### src/rtl/booth_pp_accumulator.sv
// Sequential accumulator for radix-4 Booth partial-product rows, producing a 32-bit signed product.
// Define BOOTH_ACC_DUAL_ROW_EN to fold two rows per cycle (4-cycle latency instead of 8).
module booth_pp_accumulator #(
  parameter int BITWIDTH = 16
) (
  input  logic                    clk,
  input  logic                    rst,
  input  logic                    in_valid,
  output logic                    in_ready,
  input  logic [BITWIDTH:0]       row0,
  input  logic [BITWIDTH:0]       row1,
  input  logic [BITWIDTH:0]       row2,
  input  logic [BITWIDTH:0]       row3,
  input  logic [BITWIDTH:0]       row4,
  input  logic [BITWIDTH:0]       row5,
  input  logic [BITWIDTH:0]       row6,
  input  logic [BITWIDTH:0]       row7,
  input  logic [7:0]              add,
  output logic [2*BITWIDTH-1:0]   product,
  output logic                    out_valid,
  input  logic                    out_ready,
  output logic                    busy
);

  localparam int ROW_W = BITWIDTH + 1;
  localparam int ACC_W = 2 * BITWIDTH;
  // Cancels the 2^16 bias introduced by the inverted sign bit of every row.
  localparam logic [ACC_W-1:0] SIGN_FIX = 32'hAAAB0000;

  typedef enum logic [1:0] {
    IDLE,
    ACC,
    DONE
  } state_e;

  state_e             state_q, state_d;
  logic [2:0]         cnt_q, cnt_d;
  logic [ACC_W-1:0]   acc_q, acc_d;
  logic [7:0]         add_q, add_d;
  logic [ROW_W-1:0]   rows_q [8];
  logic [ROW_W-1:0]   rows_d [8];
  logic [ROW_W-1:0]   row_in [8];
  logic [ACC_W-1:0]   add_vec;

  function automatic logic [ACC_W-1:0] place(input logic [ROW_W-1:0] r, input logic [2:0] idx);
    return {{(ACC_W-ROW_W){1'b0}}, r} << {idx, 1'b0};
  endfunction

  always_comb begin
    row_in[0] = row0;
    row_in[1] = row1;
    row_in[2] = row2;
    row_in[3] = row3;
    row_in[4] = row4;
    row_in[5] = row5;
    row_in[6] = row6;
    row_in[7] = row7;
  end

  always_comb begin
    add_vec = '0;
    for (int j = 0; j < 8; j++) add_vec[2*j] = add[j];
  end

  // NOTE: every next-state signal gets its hold value first, so no path through the case infers a latch.
  always_comb begin
    state_d = state_q;
    cnt_d   = cnt_q;
    acc_d   = acc_q;
    add_d   = add_q;
    rows_d  = rows_q;
    case (state_q)
      IDLE: begin
        if (in_valid) begin
          rows_d  = row_in;
          add_d   = add;
          acc_d   = SIGN_FIX + add_vec;
          cnt_d   = 3'd0;
          state_d = ACC;
        end
      end
      ACC: begin
`ifdef BOOTH_ACC_DUAL_ROW_EN
        acc_d = acc_q + place(rows_q[cnt_q], cnt_q)
                      + place(rows_q[cnt_q + 3'd1], cnt_q + 3'd1);
        cnt_d = cnt_q + 3'd2;
        if (cnt_q == 3'd6) state_d = DONE;
`else
        acc_d = acc_q + place(rows_q[cnt_q], cnt_q);
        cnt_d = cnt_q + 3'd1;
        if (cnt_q == 3'd7) state_d = DONE;
`endif
      end
      DONE: begin
        if (out_ready) state_d = IDLE;
      end
      default: state_d = IDLE;
    endcase
  end

  // NOTE: state uses non-blocking assignments so every register samples pre-edge values.
  always_ff @(posedge clk) begin
    if (rst) begin
      state_q <= IDLE;
      cnt_q   <= 3'd0;
      acc_q   <= '0;
      add_q   <= '0;
      // NOTE: the row store is a small register array, so it is cleared explicitly with the rest.
      for (int j = 0; j < 8; j++) rows_q[j] <= '0;
    end else begin
      state_q <= state_d;
      cnt_q   <= cnt_d;
      acc_q   <= acc_d;
      add_q   <= add_d;
      rows_q  <= rows_d;
    end
  end

  assign in_ready  = (state_q == IDLE);
  assign out_valid = (state_q == DONE);
  assign busy      = (state_q != IDLE);
  assign product   = acc_q;

endmodule

### config.mk
export PLATFORM = sky130hd
export DESIGN_NAME = booth_pp_accumulator
export DESIGN_NICKNAME = d
export VERILOG_FILES = /design/src/rtl/booth_pp_accumulator.sv
export SDC_FILE = /design/constraint.sdc
export NUM_CORES = 1
export LEC_CHECK = 0
export CAP_MARGIN = 20
export CORE_ASPECT_RATIO = 0.6
export CORE_UTILIZATION = 45
export DETAILED_ROUTE_END_ITERATION = 10
export PLACE_DENSITY_LB_ADDON = 0.1
export RECOVER_POWER = 50
export SLEW_MARGIN = 0
export SYNTH_ARGS = -nofsm -noshare
export SYNTH_HDL_FRONTEND = slang
export SYNTH_SLANG_ARGS = --single-unit
### constraint.sdc
create_clock -name clk -period 3.2 [get_ports clk]
set_input_delay 0.8 -clock clk [delete_from_list [all_inputs] [get_ports clk]]
set_output_delay 0.8 -clock clk [all_outputs]
set_load 0.005 [all_outputs]
* After elaboration in Yosys (flattened, before gate mapping)
Cells that the tools add are included.
** Storage, ports and cells
- Flip-flop bits (word level) :: 173
- Output and inout bits :: 35
** Cells by class
- Add/sub/neg operators :: 3
- Magnitude comparators :: 1
- Eq/ne operators :: 6
- Shift operators :: 1
- Mux-type cells :: 11
- Bitwise operators :: 1
- Reduce and logical (&&, ||, !) cells :: 6
** Operators by type and width (number)
- one-hot mux 32 bit (2 select lines) :: 1
- binary-select mux 17 bit (select 3 bit) :: 1
- two-way mux 17 bit :: 2
- adder 32 x 15 -> 32 bit, first input constant :: 1
- adder 32 bit :: 1
- two-way mux 32 bit :: 1
- << shifter 17 x 4 -> 32 bit :: 1
- two-way mux 2 bit :: 3
- one-hot mux 2 bit (3 select lines) :: 1
- one-hot mux 3 bit (2 select lines) :: 1
- greater-or-equal comparator 4 bit, second input constant :: 1
- != test 2 bit, second input constant :: 2
- inverter 3 -> 4 bit :: 1
- AND reduction 2 bit :: 2
- nonzero test 2 bit :: 2
- adder 3 x 1 -> 3 bit, second input constant :: 1
- == test 3 bit, second input constant :: 1
- two-way mux 3 bit :: 1
- AND reduction 3 bit :: 1
- == test 2 x 1 -> 1 bit, second input constant :: 1
- == test 2 bit, second input constant :: 1
- zero test 2 bit :: 1
- != test 2 x 1 -> 1 bit, second input constant :: 1

* Depth between registers and ports, before layout
Gate-level depths: netlist of run 1.
- Depth after elaboration :: 7
- Mapped depth :: 17

* Worst setup path after synthesis of run 1
No wires, ideal clock.
- Kind :: reg-to-reg
- From :: register cnt_q[0]
- To :: register acc_q[26], in the netlist product[26]
- Library setup time :: 0.062 ns
- Arrival :: 3.323 ns
- Required time :: 3.138 ns
- Setup slack :: -0.185 ns
- Stages on the path, launching flop included :: 17
- Buffers on the path :: 3
- Period minus slack after synthesis :: 3.385 ns
- Cell sequence :: dfxtp_1 buf_2 buf_4 mux4_2 mux2i_1 nor2_1 a21oi_1 o21ai_0 ha_1 buf_4 nand4_1 nor3_1 o21ai_1 a31oi_4 a21oi_2 or4_1 nand3_1
** On the way
- Word-level cells in the longest chain between the ends :: 7
** RTL lines
- start, declared :: line 37 : logic [2:0] cnt_q, cnt_d;
- start signal, assigned :: line 112 : cnt_q <= cnt_d;
- inverter 3 -> 4 bit (not written as such) :: line 89 : acc_d = acc_q + place(rows_q[cnt_q], cnt_q);
- binary-select mux 17 bit (select 3 bit) :: line 89
- two-way mux 17 bit (not written as such) (2 in a row) :: line 89
- << shifter 17 x 4 -> 32 bit * :: line 46 : return {{(ACC_W-ROW_W){1'b0}}, r} << {idx, 1'b0};
- adder 32 bit * :: line 89
- one-hot mux 32 bit (2 select lines) * :: line 72 : case (state_q)
- end signal, assigned :: line 106 : acc_q <= '0;
- end signal, assigned :: line 113 : acc_q <= acc_d;
- end, declared :: line 38 : logic [ACC_W-1:0] acc_q, acc_d;
Every way passes the cells marked *; elsewhere a longest branch is shown, timed or not. The select of a mux whose other input is x is not followed.
A chain may end at the register's enable or synchronous reset.

* Final worst setup path of run 1
Ends and elaborated chain as after synthesis.

==> results_dict.tcl, run 1 <==
set metrics [dict create \
    cts_root_buf "clkbuf_16" \
    irDropWorstVdd_v 0.000380 \
    critical_path_class "reg -> reg" \
    yosysMostFrequentCell "nand2_1" \
    crit_required_ns 3.58 \
    worstPathBufferInverterCount 2 \
    stdcell_area_um2 13900 \
    rows 39 \
    rr_worst_depth 15 \
    synth_edf_count 0 \
    antenna_left 0 \
    yosysTopAreaCell "dfxtp_1" \
    grt_pass1_wl_um 49800 \
    final_cell_count_no_fill 1729 \
    crit_fanout 8 \
    drc 0 \
    clkTransAtPathRegs_ns 0.07 \
    ys.flop_type "dfxtp_1" \
    final_util_pct 71.5 \
    worst_clock_skew_ns 0.00564 \
    rsz0062_at_grt "true" \
    crit_path_start_kind "register" \
    dieArea_um2 20800 \
    synth.cell_area_um2 9090 \
    fp.coreArea_um2 19400 \
    r2r_start "cnt_q[0]" \
    start_util_pct 46.8 \
    synth_cells 1154 \
    place_inst 1645 \
    cts-buffers-inserted 17 \
    leakagePower_nw 5.33 \
    crit_family "simple AND/OR/NAND/NOR gates" \
    max_slew.worst_pin.slew_ns 1.16 \
    failed_checks "setup timing" \
    ys_warn_count 0 \
    cts_buffer_depth 2 \
    slew_headroom_pct 22.5 \
    io_buffers 182 \
    post-route-min-period_ns 3.58 \
    dieHeight_um 112 \
    hp-start "rows_q[16]" \
    placedInstanceArea_um2 12000 \
    ys_ff_latch 173 \
    hold_depth 2 \
    r2r-end "product[26]" \
    endpoint_kind "register" \
    hold_viol_final 0 \
    power.density_nw_per_um2 425 \
    synth_top_cells_by_count "nand2_1 (331), a21oi_1 (184), dfxtp_1 (173), nor2_1 (65), clkbuf_1 (45)" \
    grt_pass1_vias 8899 \
    syn_nets 1336 \
    seq_area_frac_synth_pct 38.1 \
    num_io_pins 183 \
    routed_via_density 5.53 \
    antenna_found_initial 0 \
    cts_hold_buf 0 \
    regToRegSetupSlack_ns -0.38 \
    hpwl_um 23700 \
    grt.total_usage_pct 31.9 \
    drive_above_1_share_pct 26.4 \
    drt_wl_total_um 32800 \
    die_w_um 186 \
    firstDrtPassIters 5 \
    timing.max_cap.violations 0 \
    hold_path_class "reg -> reg" \
    clock.fmax_mhz 279 \
    slew_violations 0 \
    numClockSinks 173 \
    critPathMaxStageDelay_ns 0.55 \
    setup_violations 23 \
    synth_top_area_share_pct 38.1 \
    layout.nets 1633 \
    grt-ovfl-total 0 \
    insertedDiodeCount 0 \
    fin_ws_ns -0.379 \
    drtIter0Drc 951 \
    power_w 0.00590 \
    area_growth_syn_to_layout_pct 52.6 \
    wl_per_cell_um 19.0 \
    synth_cell_types 60 \
    path_cells "buf_12 -> mux4_2 -> nor2_2 -> nor2_2 -> mux2i_1 -> mux2i_1 -> ha_2 -> buf_6 -> nand4_1 -> nor3_2 -> o21ai_2 -> a31oi_4 -> a21oi_4 -> or4_1 -> nand3_1" \
    slowest_stage "mux4_2" \
    pre_cts_slack_ns -0.517 \
    finalCritPeriodShare_pct 112 \
    via_count 9570 \
    min_to "rows_q[16]" \
    place.gp.congestion 0.918 \
    crit_arrival_ns 3.96 \
    worst_skew_pair.late_latency_ns 0.44 \
    tritoncts "done" \
    synth-async-reset-ratio_pct 0 \
    syn_area_per_cell_um2 7.88 \
    grt_max_degree 148 \
    h-tree-depth 4 \
    synthTopCellsByArea "dfxtp_1 (38%), nand2_1 (14%), a21oi_1 (10%)" \
    outcome "finished with violations" \
]
==> power breakdown <==
part	leakage, nW	internal, W	switching [W]
Clock	0.295	0.00129	0.000885
Combinational	3.61	0.000696	0.000640
Sequential	1.42	0.00229	0.000106
Total	5.33	0.00427	0.00163
==> worst max-delay path by stage <==
stage                         from     endpoint  slack [ns]  depth (start not counted)
final                     cnt_q[0]  product[26]       -0.38                         15
after global routing      cnt_q[0]  product[26]       -0.49                         15
after CTS                 cnt_q[0]  product[31]       -0.31                         16
after detailed placement  cnt_q[0]  product[31]       -0.52                         14
after global placement    cnt_q[1]  product[29]       -0.49                         14
after floorplan           cnt_q[0]  product[26]     0.00006                         16
==> sequential cells by signal, indices dropped and copies added, names as in the netlist <==
| register | count |
|---|---|
| rows_q | 136 |
| cnt_q | 3 |
| state_q | 2 |
| product | 32 |
==> kinds of logic after synthesis <==
kind of cell / share of synthesized area, %
AO/OA/AOI/OAI: 19.3
XOR/XNOR: 2.31
adder cells (fa/ha/maj): 4.76
buffers and inverters: 4.54
flip-flops: 38.1
multiplexers: 9.71
AND/OR/NAND/NOR: 21.3
==> tightest hold or removal path: cells and delay by family, from the launching register on <==
| family | cells | cell delay, ns |
|---|---|---|
| simple gates | 1 | 0.05 |
| flops | 1 | 0.31 |
| compound gates | 1 | 0.05 |
==> metal layers <==
layer / GRT usage (%) / wire length (µm) / share of wire, %
met1: 51.0 / 16400 / 50
met2: 42.3 / 12900 / 39
met3: 8.05 / 3260 / 9.9
met4: 5.84 / 278 / 0.85
met5: 0 / 0 / 0
==> timing repair <==
| action | 4_1_cts | 5_1_grt |
|---|---|---|
| gates cloned | 1 | 0 |
| setup buffers | 44 | 11 |
| resized for setup | 117 | 100 |
| setup endpoints to repair | 24 | 25 |
| pin swaps | 74 | 55 |
| hold endpoints to repair | 0 | 0 |
==> cell type report <==
cell class	count	area (µm²)
tap	266	333
timing repair buffer	360	3390
multi-input combinational	883	6020
fill	1573	5540
inverter	16	60.1
sequential	173	3470
clock buffer	21	470
clock inverter	10	138
==> cell usage in the layout, fill, tap and decap left out, types with 8 or more instances in the layout <==
| master | n |
|---|---|
| a21o_1 | 10 |
| xnor2_1 | 8 |
| a21oi_2 | 19 |
| nand4_1 | 11 |
| ha_4 | 14 |
| o21ai_2 | 10 |
| clkdlybuf4s50_1 | 181 |
| xor2_1 | 9 |
| mux2i_1 | 16 |
| nor2_1 | 48 |
| dfxtp_1 | 171 |
| o21ai_0 | 11 |
| ha_1 | 14 |
| a22oi_1 | 11 |
| mux4_2 | 27 |
| nor2_2 | 11 |
| buf_4 | 140 |
| nand2_1 | 320 |
| nand3_1 | 16 |
| buf_6 | 29 |
| o21ai_1 | 17 |
| inv_1 | 13 |
| clkbuf_16 | 17 |
| buf_12 | 10 |
| nor3_2 | 8 |
| a21oi_1 | 163 |
==> per-stage QoR <==
step                hold slack [ns]  setup TNS [ns]
floorplan                     0.432               0
CTS                           0.451           -3.93
global placement              0.439           -7.66
detailed placement            0.445           -8.63
finish                        0.450           -4.07
global route                  0.471           -6.97
No activity file was read; power rests on OpenSTA's default activity.
==> run 2: changes to the inputs <==
--- a/config.mk
+++ b/config.mk
@@ -9,8 +9,10 @@
 export CORE_ASPECT_RATIO = 0.6
 export CORE_UTILIZATION = 45
 export DETAILED_ROUTE_END_ITERATION = 10
+export GPL_TIMING_DRIVEN = 1
 export PLACE_DENSITY_LB_ADDON = 0.1
 export RECOVER_POWER = 50
+export SETUP_SLACK_MARGIN = 0.5
 export SLEW_MARGIN = 0
 export SYNTH_ARGS = -nofsm -noshare
 export SYNTH_HDL_FRONTEND = slang
==> constraint.sdc (replaced) <==
create_clock -name clk -period 4.3 [get_ports clk]
set_input_delay 1.075 -clock clk [delete_from_list [all_inputs] [get_ports clk]]
set_output_delay 1.075 -clock clk [all_outputs]
set_load 0.005 [all_outputs]
==> run 2 against run 1 <==
Compared with the run above: the flow finishes with violations (capacitance limit, slew limit); clock-buffer cell count decreased by 2; fmax decreased by 5.5%; sequential power down 26%; total power decreased by 30%; register-to-register slack better by 0.89 ns; critical endpoint is now product[30].
==> results_dict.tcl, run 2 (synthesis gave the netlist of run 1 again) <==
set metrics [dict create \
    setup_violations 0 \
    crit_required_ns 4.49 \
    rows 39 \
    rsz0062_at_grt "true" \
    regMostFlops "rows_q" \
    via_count 8897 \
    place.gp.congestion 0.933 \
    dieArea_um2 20800 \
    final_common_cell "nand2_1" \
    fp.coreArea_um2 19400 \
    drtIter0Drc 886 \
    post-route-min-period_ns 3.79 \
    grt_pass1_wl_um 46900 \
    dieHeight_um 112 \
    drc 0 \
    layout_common_cells "nand2_1 (330), clkdlybuf4s50_1 (178), a21oi_1 (175)" \
    cts-buffers-inserted 17 \
    power.density_nw_per_um2 343 \
    layout.nets 1494 \
    cts_root_buf "clkbuf_16" \
    io_buffers 182 \
    finalSetupTns_ns 0 \
    worst_clock_skew_ns 0.0107 \
    tritoncts "done" \
    h-tree-depth 4 \
    outcome "finished with violations" \
    clock.fmax_mhz 264 \
    routed_via_density 5.60 \
    firstDrtPassIters 5 \
    timing.max_cap.violations 1 \
    worst_skew_pair.late_latency_ns 0.44 \
    drt_wl_total_um 30600 \
    antenna_found_initial 0 \
    critPathMaxStageDelay_ns 0.52 \
    drive_above_1_share_pct 12.0 \
    finalCritPeriodShare_pct 88.1 \
    hpwl_um 22700 \
    slowest_stage "mux4_2" \
    max_slew.worst_pin.slew_ns 2.98 \
    clkTransAtPathRegs_ns 0.07 \
    place_inst 1542 \
    failed_checks "capacitance limit, slew limit" \
    numClockSinks 173 \
    slew_headroom_pct -98.5 \
    grt_pass1_vias 8225 \
    antenna_left 0 \
    leakagePower_nw 4.46 \
    crit_fanout 11 \
    fillCellCount 1789 \
    grt_max_degree 144 \
    crit_path_start_kind "register" \
    path_cells "buf_12 -> mux4_2 -> nor2_2 -> nor2_1 -> mux2i_2 -> o21ai_0 -> ha_2 -> nand4_1 -> nor3_1 -> o21ai_1 -> a31oi_4 -> buf_4 -> mux2i_1 -> a311oi_1" \
    cts_buffer_depth 2 \
    endpoint_kind "register" \
    start_util_pct 46.8 \
    crit_arrival_ns 3.98 \
    num_io_pins 183 \
    insertedDiodeCount 0 \
    hold_path_class "reg -> reg" \
    largest_register_ffs 136 \
    hold_viol_final 0 \
    slew_violations 144 \
    critical_path_class "reg -> reg" \
    grt.total_usage_pct 29.8 \
    wl_per_cell_um 19.2 \
    cts_hold_buf 0 \
    die_w_um 186 \
    area_growth_syn_to_layout_pct 31.9 \
    grt-ovfl-total 0 \
    final_cell_count_no_fill 1590 \
    irDropWorstVdd_v 0.000294 \
]
## run 2: power by group
group          total, W  leakage (nW)  internal [W]  switching (W)
Sequential      0.00178          1.42       0.00170      0.0000766
Clock           0.00156         0.282      0.000887       0.000671
Combinational  0.000776          2.76      0.000373       0.000403
## run 2: final cells by class
| cell class | count | area, µm² | share of cell area, % |
|---|---|---|---|
| Clock buffer | 19 | 453 | 3.78 |
| Clock inverter | 12 | 136 | 1.14 |
| Inverter | 16 | 60.1 | 0.501 |
| Multi-Input combinational cell | 883 | 5360 | 44.7 |
| Sequential cell | 173 | 3470 | 28.9 |
| Tap cell | 266 | 333 | 2.77 |
| Timing Repair Buffer | 221 | 2180 | 18.2 |
## run 2: through the flow
step	power (W)	hold WS [ns]	cell area (µm²)	util, %	setup slack [ns]
after floorplan	0.00220	0.432	9090	-	0.915
after CTS	0.00410	0.453	11800	60.7	0.525
after global placement	0.00254	0.440	11100	57.4	0.249
final	0.00411	0.452	12000	61.8	0.512
after global routing	0.00429	0.469	12000	61.8	0.366
after detailed placement	0.00254	0.444	11100	57.4	0.288
## run 2: worst paths after layout
kind | slack, ns | to | cells past startpoint | startpoint
worst min-delay path | 0.45 | rows_q[23] | 2 | rows_q[23]
worst max-delay path | 0.51 | product[30] | 14 | cnt_q[0]
worst min register to register | 0.45 | rows_q[23] | 2 | rows_q[23]
worst max register to register | 0.51 | product[30] | 14 | cnt_q[0]
## run 2: timing repair
item	4_1_cts	5_1_grt
resized for setup	6	38
endpoints found under the setup margin	11	12
buffers inserted	2	15
pin swaps	0	13
## run 2: critical path, delay by kind of cell (launching register included)
| kind | cells | cell delay (ns) |
|---|---|---|
| flops | 1 | 0.43 |
| simple gates | 4 | 0.65 |
| fa+ha+maj | 1 | 0.45 |
| compound gates | 4 | 0.70 |
| mux | 3 | 0.96 |
| buf+inv | 2 | 0.34 |
## run 2: layer usage
| layer | vias up | part of all wire, % | GRT usage, % |
|---|---|---|---|
| li1 | 4316 | - | - |
| met5 | - | 0 | 0 |
| met4 | 0 | 0.84 | 6.39 |
| met1 | 4212 | 51 | 47.7 |
| met3 | 22 | 9.0 | 8.31 |
| met2 | 347 | 39 | 38.3 |
==> run 3: changes to the inputs <==
--- a/config.mk
+++ b/config.mk
@@ -5,8 +5,10 @@
 export SDC_FILE = /design/constraint.sdc
 export NUM_CORES = 1
 export LEC_CHECK = 0
+export ABC_CLOCK_PERIOD_IN_PS = 4300
 export CAP_MARGIN = 20
 export CORE_ASPECT_RATIO = 0.6
+export CORE_MARGIN = 4
 export CORE_UTILIZATION = 45
 export DETAILED_ROUTE_END_ITERATION = 10
 export GPL_TIMING_DRIVEN = 1
==> run 3 against run 2 <==
Compared with the run above: the run still ends with capacitance limit, slew limit left; die area rose by 8.8%; fmax barely moved; total power rose by 0.73%; critical endpoint is now product[5]; critical path type is now in -> reg; sequential cell count did not move; combinational power barely moved; first-iteration DRC count fell by 1.4%; clock skew rose by 0.0014 ns; clock-buffer cell count rose by 1.
==> results_dict.tcl, run 3 (synthesis gave the netlist of run 1 again) <==
set metrics [dict create \
    pre_cts_slack_ns 0.237 \
    drtIter0Drc 874 \
    timing.max_cap.violations 4 \
    cts-buffers-inserted 17 \
    via_count 8923 \
    max_slew.worst_pin.slew_ns 2.17 \
    h-tree-depth 4 \
    hold_depth 2 \
    grt_max_degree 112 \
    start_util_pct 46.8 \
    placedInstanceArea_um2 11200 \
    crit_path_start_kind "primary input" \
    cts_buffer_depth 2 \
    layout_common_cells "nand2_1 (331), a21oi_1 (179), dfxtp_1 (171)" \
    tritoncts "done" \
    io_buffers 182 \
    dieHeight_um 118 \
    fin_hold_ws_ns 0.451 \
    critical_path_class "in -> reg" \
    numClockSinks 173 \
    grt_pass1_wl_um 48800 \
    hp-start "rows_q[119]" \
    slew_headroom_pct -44.8 \
    insertedDiodeCount 0 \
    largest_register_ffs 136 \
    routed_via_density 5.58 \
    antenna_left 0 \
    drc 0 \
    regMostFlops "rows_q" \
    finalSetupTns_ns 0 \
    area_growth_syn_to_layout_pct 31.9 \
    fp.coreArea_um2 19400 \
    drive_above_1_share_pct 11.7 \
    place.gp.congestion 0.955 \
    final_cell_count_no_fill 1598 \
    firstDrtPassIters 6 \
    regToRegSetupSlack_ns 0.56 \
    cts_hold_buf 0 \
    crit_arrival_ns 4.12 \
    clkTransAtPathRegs_ns 0.07 \
    dieArea_um2 22600 \
    min_to "rows_q[119]" \
    grt_pass1_vias 8224 \
    leakagePower_nw 4.52 \
    endpoint_kind "register" \
    layout.nets 1501 \
    cts_root_buf "clkbuf_16" \
    grt-ovfl-total 0 \
    clock.fmax_mhz 264 \
    final_common_cell "nand2_1" \
    die_w_um 192 \
    failed_checks "capacitance limit, slew limit" \
    crit_required_ns 4.63 \
    stdcell_area_um2 12000 \
    fin_ws_ns 0.515 \
    crit_fanout 55 \
    wl_per_cell_um 20.2 \
    place_inst 1548 \
    drt_wl_total_um 32300 \
    antenna_found_initial 2 \
    grt.total_usage_pct 27.8 \
    slew_violations 280 \
    hpwl_um 24100 \
    rows 39 \
    r2r_start "cnt_q[0]" \
    hold_path_class "reg -> reg" \
    post-route-min-period_ns 3.79 \
    rsz0062_at_grt "true" \
    rr_worst_depth 14 \
    outcome "finished with violations" \
    num_io_pins 183 \
    setup_violations 0 \
    worst_skew_pair.late_latency_ns 0.44 \
    irDropWorstVdd_v 0.000324 \
    r2r-end "product[30]" \
    fillCellCount 1759 \
    worst_clock_skew_ns 0.0121 \
    power.density_nw_per_um2 345 \
    hold_viol_final 0 \
    finalCritPeriodShare_pct 88.0 \
]
## run 3: cell types whose count changed in the layout (fill, tap and decap cells not counted), sizes merged
cell / change
buf: +2
clkbuf: +6
clkdlybuf4s50: -14
clkinv: -1
clkinvlp: +1
dlygate4sd3: +14
## run 3: power breakdown
part	leakage, nW	internal, W	switching, W
sequential	1.42	0.00170	0.0000794
combinational	2.81	0.000372	0.000402
clock	0.285	0.000906	0.000681
## run 3: final cells by class
cell class / count / area (µm²) / area share [%]
well taps: 266 / 333 / 2.77
flip-flops and latches: 173 / 3470 / 28.9
clock buffers: 20 / 467 / 3.89
multi-input cells: 883 / 5330 / 44.5
repair buffers: 228 / 2200 / 18.3
inverters: 16 / 60.1 / 0.501
clock inverters: 12 / 135 / 1.13
## run 3: worst max-delay path by stage
stage	start	endpoint
2_1_floorplan	cnt_q[0]	product[26]
3_3_place_gp	cnt_q[1]	product[26]
3_5_place_dp	cnt_q[1]	product[26]
4_1_cts	cnt_q[0]	product[26]
5_1_grt	in_valid	rows_q[74]
6_report	in_valid	product[5]
## run 3: critical path, cell delays in order
cell and delay (ns):
dlygate4sd3_1 0.56, nand2_1 1.40, clkbuf_2 0.71, nand3_1 0.15
a21oi_1 0.15
## run 3: stage by stage
stage	power (W)	util (%)
finish	0.00414	61.8
global route	0.00431	61.8
CTS	0.00413	60.9
detailed placement	0.00255	57.4
global placement	0.00255	57.4
floorplan	0.00220	-
## run 3: timing repair
| item | 4_1_cts | 5_1_grt |
|---|---|---|
| gates cloned | 0 | 1 |
| pin swaps | 2 | 8 |
| buffers inserted | 5 | 12 |
| endpoints found under the hold margin | 0 | 0 |
| resized for setup | 9 | 29 |
| setup endpoints to repair | 14 | 15 |
## run 3: routing by layer
layer / track usage, % / up-vias / wire [µm]
met5: 0 / - / 27
met4: 5.16 / 4 / 277
met3: 9.07 / 25 / 3430
met2: 34.7 / 356 / 12100
met1: 45.3 / 4213 / 16400
li1: - / 4325 / -
